File: src/rtl/shift_issue.sv
// rtl/shift_issue.sv - issue/collect stage in front of the shift16 datapath
//
// Purpose: issues valid/ready requests onto shift16's a/distance inputs, tracks
// each one through the fixed LATENCY with a valid shift register, and captures
// the unqualified sh_r_i result into a first-word-fall-through FIFO. Credits
// (in-flight + buffered < FIFO_DEPTH) guarantee the FIFO can never overflow, so
// results are never dropped under backpressure and stay in accept order.
//
// Optional feature macro: SHIFT_ISSUE_TAG_EN (carry in_tag_i alongside results).
//
// Ports:
//   clk_i, rst_i                      clock, synchronous active-high reset
//   in_valid_i/in_ready_o             request handshake
//   in_a_i, in_dist_i, in_tag_i       operand, shift distance, tag
//   sh_a_o, sh_distance_o             registered drive to shift16
//   sh_r_i                            shift16 result (no valid of its own)
//   out_valid_o/out_ready_i           result handshake (FIFO head)
//   out_r_o, out_tag_o                head result and tag
//   busy_o                            any request in flight or buffered
module shift_issue #(
  parameter int LATENCY    = 2,
  parameter int FIFO_DEPTH = 8
) (
  input  logic        clk_i,
  input  logic        rst_i,
  input  logic        in_valid_i,
  output logic        in_ready_o,
  input  logic [15:0] in_a_i,
  input  logic [3:0]  in_dist_i,
  input  logic [3:0]  in_tag_i,
  output logic [15:0] sh_a_o,
  output logic [3:0]  sh_distance_o,
  input  logic [31:0] sh_r_i,
  output logic        out_valid_o,
  input  logic        out_ready_i,
  output logic [31:0] out_r_o,
  output logic [3:0]  out_tag_o,
  output logic        busy_o
);

  localparam int PW = $clog2(FIFO_DEPTH);
  localparam int CW = $clog2(FIFO_DEPTH + 1);
  localparam int IW = $clog2(LATENCY + 2);
`ifdef SHIFT_ISSUE_TAG_EN
  localparam int FW = 36;
`else
  localparam int FW = 32;
`endif

  logic [15:0]    sh_a_q, sh_a_d;
  logic [3:0]     sh_dist_q, sh_dist_d;
  logic [LATENCY:0] trk_q, trk_d;
  logic [PW-1:0]  wr_ptr_q, wr_ptr_d, rd_ptr_q, rd_ptr_d;
  logic [CW-1:0]  count_q, count_d;
  logic [FW-1:0]  mem_q [FIFO_DEPTH];
  logic [FW-1:0]  push_data, head;
  logic [IW-1:0]  inflight;
  logic [31:0]    credits_used;
  logic           accept, push, pop;

  // Number of requests currently inside the datapath.
  always_comb begin
    inflight = '0;
    for (int i = 0; i <= LATENCY; i++) begin
      inflight = inflight + IW'(trk_q[i]);
    end
  end

  // Credits come from registered state only; rst_i forces not-ready.
  assign credits_used = 32'(inflight) + 32'(count_q);
  assign in_ready_o   = !rst_i && (credits_used < 32'(FIFO_DEPTH));

  assign accept      = in_valid_i && in_ready_o;
  assign push        = trk_q[LATENCY];
  assign out_valid_o = (count_q != '0);
  assign pop         = out_valid_o && out_ready_i;
  assign busy_o      = (inflight != '0) || (count_q != '0);

`ifdef SHIFT_ISSUE_TAG_EN
  logic [3:0] tag_q [LATENCY+1];

  // Tag shift register runs in lockstep with the valid tracker.
  always_ff @(posedge clk_i) begin
    if (rst_i) begin
      for (int i = 0; i <= LATENCY; i++) tag_q[i] <= '0;
    end else begin
      tag_q[0] <= in_tag_i;
      for (int i = 1; i <= LATENCY; i++) tag_q[i] <= tag_q[i-1];
    end
  end

  assign push_data = {tag_q[LATENCY], sh_r_i};
  assign out_tag_o = out_valid_o ? head[35:32] : 4'd0;
`else
  logic unused_tag;
  assign unused_tag = ^in_tag_i;
  assign push_data  = sh_r_i;
  assign out_tag_o  = 4'd0;
`endif

  assign head    = mem_q[rd_ptr_q];
  assign out_r_o = out_valid_o ? head[31:0] : 32'd0;

  assign sh_a_o        = sh_a_q;
  assign sh_distance_o = sh_dist_q;

  always_comb begin
    sh_a_d    = sh_a_q;
    sh_dist_d = sh_dist_q;
    if (accept) begin
      sh_a_d    = in_a_i;
      sh_dist_d = in_dist_i;
    end
    trk_d    = {trk_q[LATENCY-1:0], accept};
    wr_ptr_d = push ? wr_ptr_q + PW'(1) : wr_ptr_q;
    rd_ptr_d = pop  ? rd_ptr_q + PW'(1) : rd_ptr_q;
    count_d  = count_q;
    case ({push, pop})
      2'b10:   count_d = count_q + CW'(1);
      2'b01:   count_d = count_q - CW'(1);
      default: count_d = count_q;
    endcase
  end

  always_ff @(posedge clk_i) begin
    if (rst_i) begin
      sh_a_q   <= '0;
      sh_dist_q <= '0;
      trk_q    <= '0;
      wr_ptr_q <= '0;
      rd_ptr_q <= '0;
      count_q  <= '0;
    end else begin
      sh_a_q   <= sh_a_d;
      sh_dist_q <= sh_dist_d;
      trk_q    <= trk_d;
      wr_ptr_q <= wr_ptr_d;
      rd_ptr_q <= rd_ptr_d;
      count_q  <= count_d;
    end
  end

  // Storage needs no reset: entries are only visible behind count_q.
  always_ff @(posedge clk_i) begin
    if (push && !rst_i) mem_q[wr_ptr_q] <= push_data;
  end

endmodule

File: config.mk
export PLATFORM = sky130hd
export DESIGN_NAME = shift_issue
export DESIGN_NICKNAME = d
export VERILOG_FILES = /design/src/rtl/shift_issue.sv
export SDC_FILE = /design/constraint.sdc
export NUM_CORES = 1
export LEC_CHECK = 0
export ABC_AREA = 1
export BUFFER_PORTS_ARGS = -buffer_cell sky130_fd_sc_hd__buf_2
export CORE_MARGIN = 2
export CORE_UTILIZATION = 58
export CTS_BUF_LIST = sky130_fd_sc_hd__clkbuf_8 sky130_fd_sc_hd__clkbuf_16
export DETAILED_ROUTE_END_ITERATION = 7
export PLACE_DENSITY = 0.89
export SYNTH_ARGS = -nofsm -noshare
export SYNTH_HDL_FRONTEND = slang
export SYNTH_SLANG_ARGS = --single-unit
export TNS_END_PERCENT = 5
File: constraint.sdc
create_clock -name clk_i -period 3.1 [get_ports clk_i]
set_input_delay 0.155 -clock clk_i [delete_from_list [all_inputs] [get_ports clk_i]]
set_output_delay 0.155 -clock clk_i [all_outputs]
set_load 0.01 [all_outputs]
==> results of run 1 <==
cell families (layout without fill, tap and decap cells):
kind of cell | Yosys count | after routing
and+or+nand+nor | 364 | 364
DFF | 292 | 292
AOI/OAI and AO/OA | 207 | 207
buffers and inverters | 82 | 255
adders and majority gates | 8 | 8
xor gates and xnor gates | 4 | 4
other | 1 | 5
worst max-delay path, delay by kind of cell, from the launching register on:
family	cells	cell delay, ps
simple gates	2	320
compound gates	2	550
flops	1	340
buf+inv	2	910
where the power goes:
| part | leakage, nW | internal [mW] | switching [mW] |
|---|---|---|---|
| Clock | 0.478 | 2.03 | 1.39 |
| Combinational | 2.06 | 1.07 | 2.11 |
| Sequential | 2.60 | 4.37 | 0.0778 |
worst max-delay path by stage:
| stage | from | end | slack, ps | cells past startpoint |
|---|---|---|---|---|
| after floorplan | trk_q[2] | mem_q[0][0] | 660 | 4 |
| after global placement | trk_q[0] | sh_a_o[0] | 890 | 10 |
| after detailed placement | trk_q[0] | sh_a_o[9] | 860 | 10 |
| after CTS | register | out_r_o[0] | 300 | 6 |
| after global routing | register | out_r_o[0] | 130 | 6 |
| final | register | out_r_o[0] | 290 | 6 |
state kept, by name (all words and copies together), names as in the netlist, named ones only:
signal / count
count_q: 4
mem_q: 256
rd_ptr_q: 3
sh_a_o: 16
sh_distance_o: 4
trk_q: 3
wr_ptr_q: 3
metal layers:
layer	share of wire (%)	track usage, %	up-vias
met3	7.9	4.21	46
met4	1.9	7.60	2
li1	-	-	3697
met5	0.028	0	-
met1	39	30.3	3756
met2	51	42.6	374
cells in the final DEF, fill, tap and decap left out, drive strengths merged:
| master | netlist | routed |
|---|---|---|
| o21ai | 135 | 135 |
| nor2 | 243 | 243 |
| dlygate4sd3 | 0 | 53 |
| nand2 | 94 | 94 |
| nand3 | 26 | 26 |
| diode | 0 | 1 |
| bufinv | 0 | 3 |
| edfxtp | 256 | 256 |
| fa | 2 | 2 |
| clkinv | 1 | 14 |
| buf | 41 | 130 |
| ha | 6 | 6 |
| o211ai | 32 | 32 |
| dfxtp | 36 | 36 |
| o22ai | 32 | 32 |
| conb | 1 | 4 |
| clkbuf | 21 | 33 |
| inv | 19 | 21 |
| xor2 | 2 | 2 |
| or3 | 1 | 1 |
| xnor2 | 2 | 2 |
| clkinvlp | 0 | 1 |
| a21oi | 8 | 8 |
metrics by stage:
stage / hold WS, ps / std cells / utilization [%] / setup WS, ps / cell area, um^2
2_1_floorplan: 254 / 961 / - / 656 / 11600
3_3_place_gp: 353 / 1294 / 63.4 / 893 / 12400
3_5_place_dp: 352 / 1294 / 63.4 / 856 / 12400
4_1_cts: 20.4 / 1399 / 70.9 / 297 / 13800
5_1_grt: 40.6 / 1400 / 70.9 / 129 / 13800
6_report: 31.3 / 1400 / 70.9 / 295 / 13800
area by class of cell:
type	instances	area, um^2
Clock inverter	19	161
Timing Repair Buffer	183	1290
Inverter	20	76.3
Antenna cell	1	2.50
Multi-Input combinational cell	587	2790
Fill cell	1266	5680
Clock buffer	33	781
Sequential cell	292	8410
Tap cell	265	332
==> metrics.cfg, run 1 <==
[outcome]
status=finished clean

[setup_path]
path_cells=buf_4 > o21ai_0 > o211ai_1 > nand2_1 > nor2_1 > buf_2
cp-start-kind=register
endpoint_kind=primary output
cp.arrival_ps=2650
r2r-end=sh_a_o[1]
crit_slowest_cell=buf_4
crit_path_max_incr_delay_ps=730
crit_fanout=96
worstSetupPathType=reg2out
reg2reg_from=trk_q[0]
crit_required_ps=2940
r2r_cells=10
r2r_slack_ps=830

[drt]
detail-route-antenna-nets=0
drt_pass1_iterations=5
routed_wl_um=25400
wl_per_cell_um=18.1
via_per_inst=5.63
drtIter0Drc=620
drc=0
vias=7875

[floorplan]
die_area_mm2=0.0211
pin_count=119
rows=51
die_h_um=145
core_mm2=0.0195
fp.dieW_um=145
initial_core_util_pct=59.3

[yosys]
synth_area_leaders=edfxtp_1, nor2_1, dfxtp_1, o21ai_0, nand2_1
syn_avg_cell_area_um2=12.1
synth_top_cell_by_area=edfxtp_1
ys_seq_elements=292
ys_top_cells_by_count=edfxtp_1, nor2_1, o21ai_0
synth_most_common_cell=edfxtp_1
synth.yosys.seq_area_share_pct=72.6
syn_inst=958
syn_area_mm2=0.0116
yosysTopAreaCellShare_pct=66.4
synth_mux_area_share_pct=0
synth_top_family_by_area=simple AND/OR/NAND/NOR gates
yosys_most_used_dff=edfxtp_1
synth_warnings=0
synth_xor_area_share_pct=0.303
synth_cell_types=26
synthAdderAreaFrac_pct=0.994
synthSimpleGateAreaFrac_pct=12.2
synth_edf_count=256
async_reset_ff_share_pct=0
synth_compound_area_share_pct=9.99

[min_path]
holdCritStartpoint=out_ready_i
hold_depth=3
hold_class=in2reg

[clock_network]
ctsHoldBuffers=53
cts_buffer_depth=3
path_clk_slew_ps=60
root_buffer=clkbuf_16
htreeDepth=1
insertion_delay_ps=540
post_cts_buffers=0
numClockSinks=292
cts_tree=built
cts_resized=0
cts-buffers-inserted=28

[pwr]
peakVddDrop_uv=553
total_power_mw=11.0
power.density_mw_per_mm2=798
p_leak_nw=5.13

[global_routing]
grt_pass1_wl_um=40400
grt_pass1_vias=7935
antenna_found_initial=2
grt_max_degree=129
overflow=0
grt_usage_pct=24.1

[run]
drv_cap=0

[sta]
fin_crit_sh_pct=90.5
layout_min_cycle_time_ps=2810
hold_viol=0
rsz0062_at_grt=no
skew_ps=10.8
clock.fmax_mhz=356
final-setup-viol-count=0
tightest_slew_ps=963
relSlewSlack_pct=35.8
final_max_slew_viol_count=0
tns_ps=0

[cells_and_area]
fin_nets=1180
drive_above_1_share_pct=16.4
synthToLayoutAreaGrowth_pct=19.6

[place]
place_hpwl_um=13300
port_buffers=110
routabilityCongestion=0.717

(Power assumes the default switching activity.)
==> run 2, diff against run 1 <==
Settings changed: ABC_AREA 1 to default, PLACE_DENSITY 0.89 to 0.84.
==> run 2 against run 1 <==
Effect of this change: die area is 2.7% lower; sequential power is 0.9% lower; non-clock buffer count is 2 lower; highest routed layer is now met4; sequential cell count stayed put; global-route usage is 1.2 points lower; wire length is 12% lower; clock power is 10% lower; sequential share of layout area is 1.1 points higher; combinational power is 57% lower; maximum frequency is 4.2% higher; register-to-register slack worse by 280 ps; core utilization is 1.0 points higher.
==> metrics.cfg, run 2 <==
[setup_path]
crit_fanout=21  ; was 96
crit_required_ps=2940  ; about the same
crit_slowest_cell=dfxtp_4  ; was buf_4
endpoint_kind=primary output  ; unchanged
r2r_slack_ps=550  ; was 830 ps
reg2reg_from=count_q[0]  ; was trk_q[0]
crit_path_max_incr_delay_ps=630  ; was 730 ps
cp-start-kind=register  ; unchanged
crit_cells=5  ; was 6
worstSetupEndpoint=out_r_o[0]  ; unchanged
worstSetupPathType=reg2out  ; unchanged
r2r-end=count_q[3]  ; was sh_a_o[1]
path_cells=buf_4 > mux4_2 > mux2i_1 > nor2_1 > buf_2  ; was buf_4 > o21ai_0 > o211ai_1 > nand2_1 > nor2_1 > buf_2
cp.arrival_ps=2540  ; was 2650 ps
r2r_cells=9  ; was 10
cp_top_family=multiplexers  ; was buffers and inverters
worst-path-buf-inv=2  ; unchanged

[cells_and_area]
final_cell_mix=edfxtp_1, buf_2, nor2_1  ; was edfxtp_1, nor2_1, o21ai_0
seqCellArea_mm2=0.00841  ; unchanged
multi_input_area_mm2=0.00269  ; was 0.00279 mm^2
fin_nets=811  ; was 1,180
largest_reg_flops=256  ; unchanged
final_common_cell=edfxtp_1  ; unchanged
diodes=0  ; was 1
synthToLayoutAreaGrowth_pct=20.8  ; was 19.6%
drive_above_1_share_pct=32.1  ; was 16.4%
largest_register=mem_q  ; unchanged
fin_util_pct=72.0  ; was 70.9%
fill_cells=1148  ; was 1,266

[clock_network]
cts-buffers-inserted=28  ; unchanged
cts_tree=built  ; unchanged
path_clk_slew_ps=60  ; about the same
numClockSinks=292  ; unchanged
cts_resized=0  ; unchanged
cts_buffer_depth=3  ; unchanged
htreeDepth=1  ; unchanged
root_buffer=clkbuf_16  ; unchanged
insertion_delay_ps=530  ; was 540 ps
post_cts_buffers=0  ; unchanged

[place]
port_buffers=110  ; unchanged
routabilityCongestion=0.701  ; was 0.717
place_hpwl_um=12700  ; was 13,300 um

[sta]
final-setup-viol-count=0  ; unchanged
final_max_slew_viol_count=0  ; unchanged
fin_crit_sh_pct=86.9  ; was 90.5%
rsz0062_at_grt=no  ; unchanged
tightest_slew_ps=693  ; was 963 ps
clock.fmax_mhz=371  ; was 356 MHz
layout_min_cycle_time_ps=2690  ; was 2810 ps
relSlewSlack_pct=53.8  ; was 35.8%
fin_hold_ws_ps=61.2  ; was 31.3 ps
skew_ps=5.10  ; was 10.8 ps
hold_viol=0  ; unchanged
tns_ps=0  ; unchanged

[drt]
detail-route-antenna-nets=0  ; unchanged
drc=0  ; unchanged
routed_wl_um=22400  ; was 25,400 um
via_per_inst=5.70  ; was 5.63
drtIter0Drc=291  ; was 620
drt_pass1_iterations=4  ; was 5
vias=5839  ; was 7,875
wl_per_cell_um=21.9  ; was 18.1 um

[yosys]
syn_inst=561  ; was 958
synth_cell_types=35  ; was 26
synth_most_common_cell=edfxtp_1  ; unchanged
ys_top_cells_by_count=edfxtp_1, nor2_1, mux4_2  ; was edfxtp_1, nor2_1, o21ai_0
syn_area_mm2=0.0113  ; was 0.0116 mm^2
synth_area_leaders=edfxtp_1, mux4_2, dfxtp_1, mux2i_1, nor2_1  ; was edfxtp_1, nor2_1, dfxtp_1, o21ai_0, nand2_1
yosys_most_used_dff=edfxtp_1  ; unchanged
syn_avg_cell_area_um2=20.1  ; was 12.1 um^2
synth_edf_count=256  ; unchanged
ys_seq_elements=292  ; unchanged
yosysTopAreaCellShare_pct=68.3  ; was 66.4%
synth.yosys.seq_area_share_pct=74.7  ; was 72.6%
synth_warnings=0  ; unchanged
synth_top_cell_by_area=edfxtp_1  ; unchanged
async_reset_ff_share_pct=0  ; unchanged

[global_routing]
grt_pass1_vias=6377  ; was 7,935
overflow=0  ; unchanged
grt_max_degree=65  ; was 129
grt_pass1_wl_um=35000  ; was 40,400 um
antenna_found_initial=0  ; was 2
grt_usage_pct=22.8  ; was 24.1%

[pwr]
peakVddDrop_uv=458  ; was 553 uV
total_power_mw=8.86  ; was 11.0 mW
power.density_mw_per_mm2=651  ; was 798 mW/mm^2
p_leak_nw=4.66  ; was 5.13 nW

[floorplan]
rows=50  ; was 51
fp.dieW_um=143  ; was 145 um
die_h_um=143  ; was 145 um
initial_core_util_pct=59.6  ; was 59.3%
die_area_mm2=0.0205  ; was 0.0211 mm^2
core_mm2=0.0189  ; was 0.0195 mm^2
pin_count=119  ; unchanged

[run]
drv_cap=0  ; unchanged

[min_path]
hold_class=in2reg  ; unchanged
holdCritStartpoint=out_ready_i  ; unchanged

[outcome]
status=finished clean  ; unchanged

run 2: cell types whose count changed in the layout (fill, tap and decap cells not counted), sizes merged, moves of 3 or more:
cell,change
nor4,+3
clkinv,-6
nand3,-24
bufinv,-3
mux4,+64
o21ai,-135
mux2i,+54
o211ai,-32
nand2,-91
inv,-5
o22ai,-32
nor2,-172
run 2: worst min path at each step:
stage,to,cells after the start
2_1_floorplan,mem_q[0][0],0
3_3_place_gp,trk_q[0],2
3_5_place_dp,trk_q[0],2
4_1_cts,register,4
5_1_grt,rd_ptr_q[0],4
6_report,register,4
run 2: layout make-up:
cell class	instances	share of cell area, %
flip-flops and latches	292	61.9
multi-input cells	235	19.8
repair buffers	181	9.59
clock buffers	31	5.54
well taps	260	2.39
clock inverters	20	0.644
inverters	5	0.138
run 2: per-layer routing:
layer | share of wire, % | track usage, % | vias to the layer above
met5 | 0 | 0 | -
met1 | 38 | 28.4 | 3011
li1 | - | - | 2580
met3 | 5.7 | 3.60 | 32
met2 | 54 | 41.9 | 216
met4 | 1.8 | 6.24 | 0
run 2: cells by family (layout without fill, tap and decap cells):
kind of cell	count (synthesis)	count (layout)	share of synthesized area, %
AND/OR/NAND/NOR	90	90	3.53
other	1	4	0.0333
multiplexers	118	118	17.6
flip-flops	292	292	74.7
adder cells (fa/ha/maj)	8	8	1.02
AO/OA/AOI/OAI	9	9	0.478
buffers and inverters	37	237	2.11
XOR/XNOR	6	6	0.533
run 2: where the power goes:
group | switching (mW) | internal [mW]
Clock | 1.34 | 1.73
Combinational | 0.688 | 0.686
Sequential | 0.0912 | 4.32
run 2: timing repair:
action                                  in CTS  in global routing
endpoints found under the setup margin       0                  0
hold buffers                                53                  0
hold endpoints to repair                   277                  0
run 2: stage by stage:
| step | instances | worst slack, ps | area (um^2) |
|---|---|---|---|
| floorplan | 564 | -1050 | 11300 |
| global route | 1024 | 209 | 13600 |
| detailed placement | 920 | 591 | 12200 |
| global placement | 920 | 680 | 12200 |
| finish | 1024 | 407 | 13600 |
| CTS | 1024 | 362 | 13600 |
run 2: worst reg2reg max path: stages, from the launching register on:
cell and delay, ps:
dfxtp_1 380, nor4_4 320, inv_2 80, and2_4 180, ha_1 230, ha_1 350, a21oi_1 200, a21oi_1 120
or4_1 470, a21oi_1 150
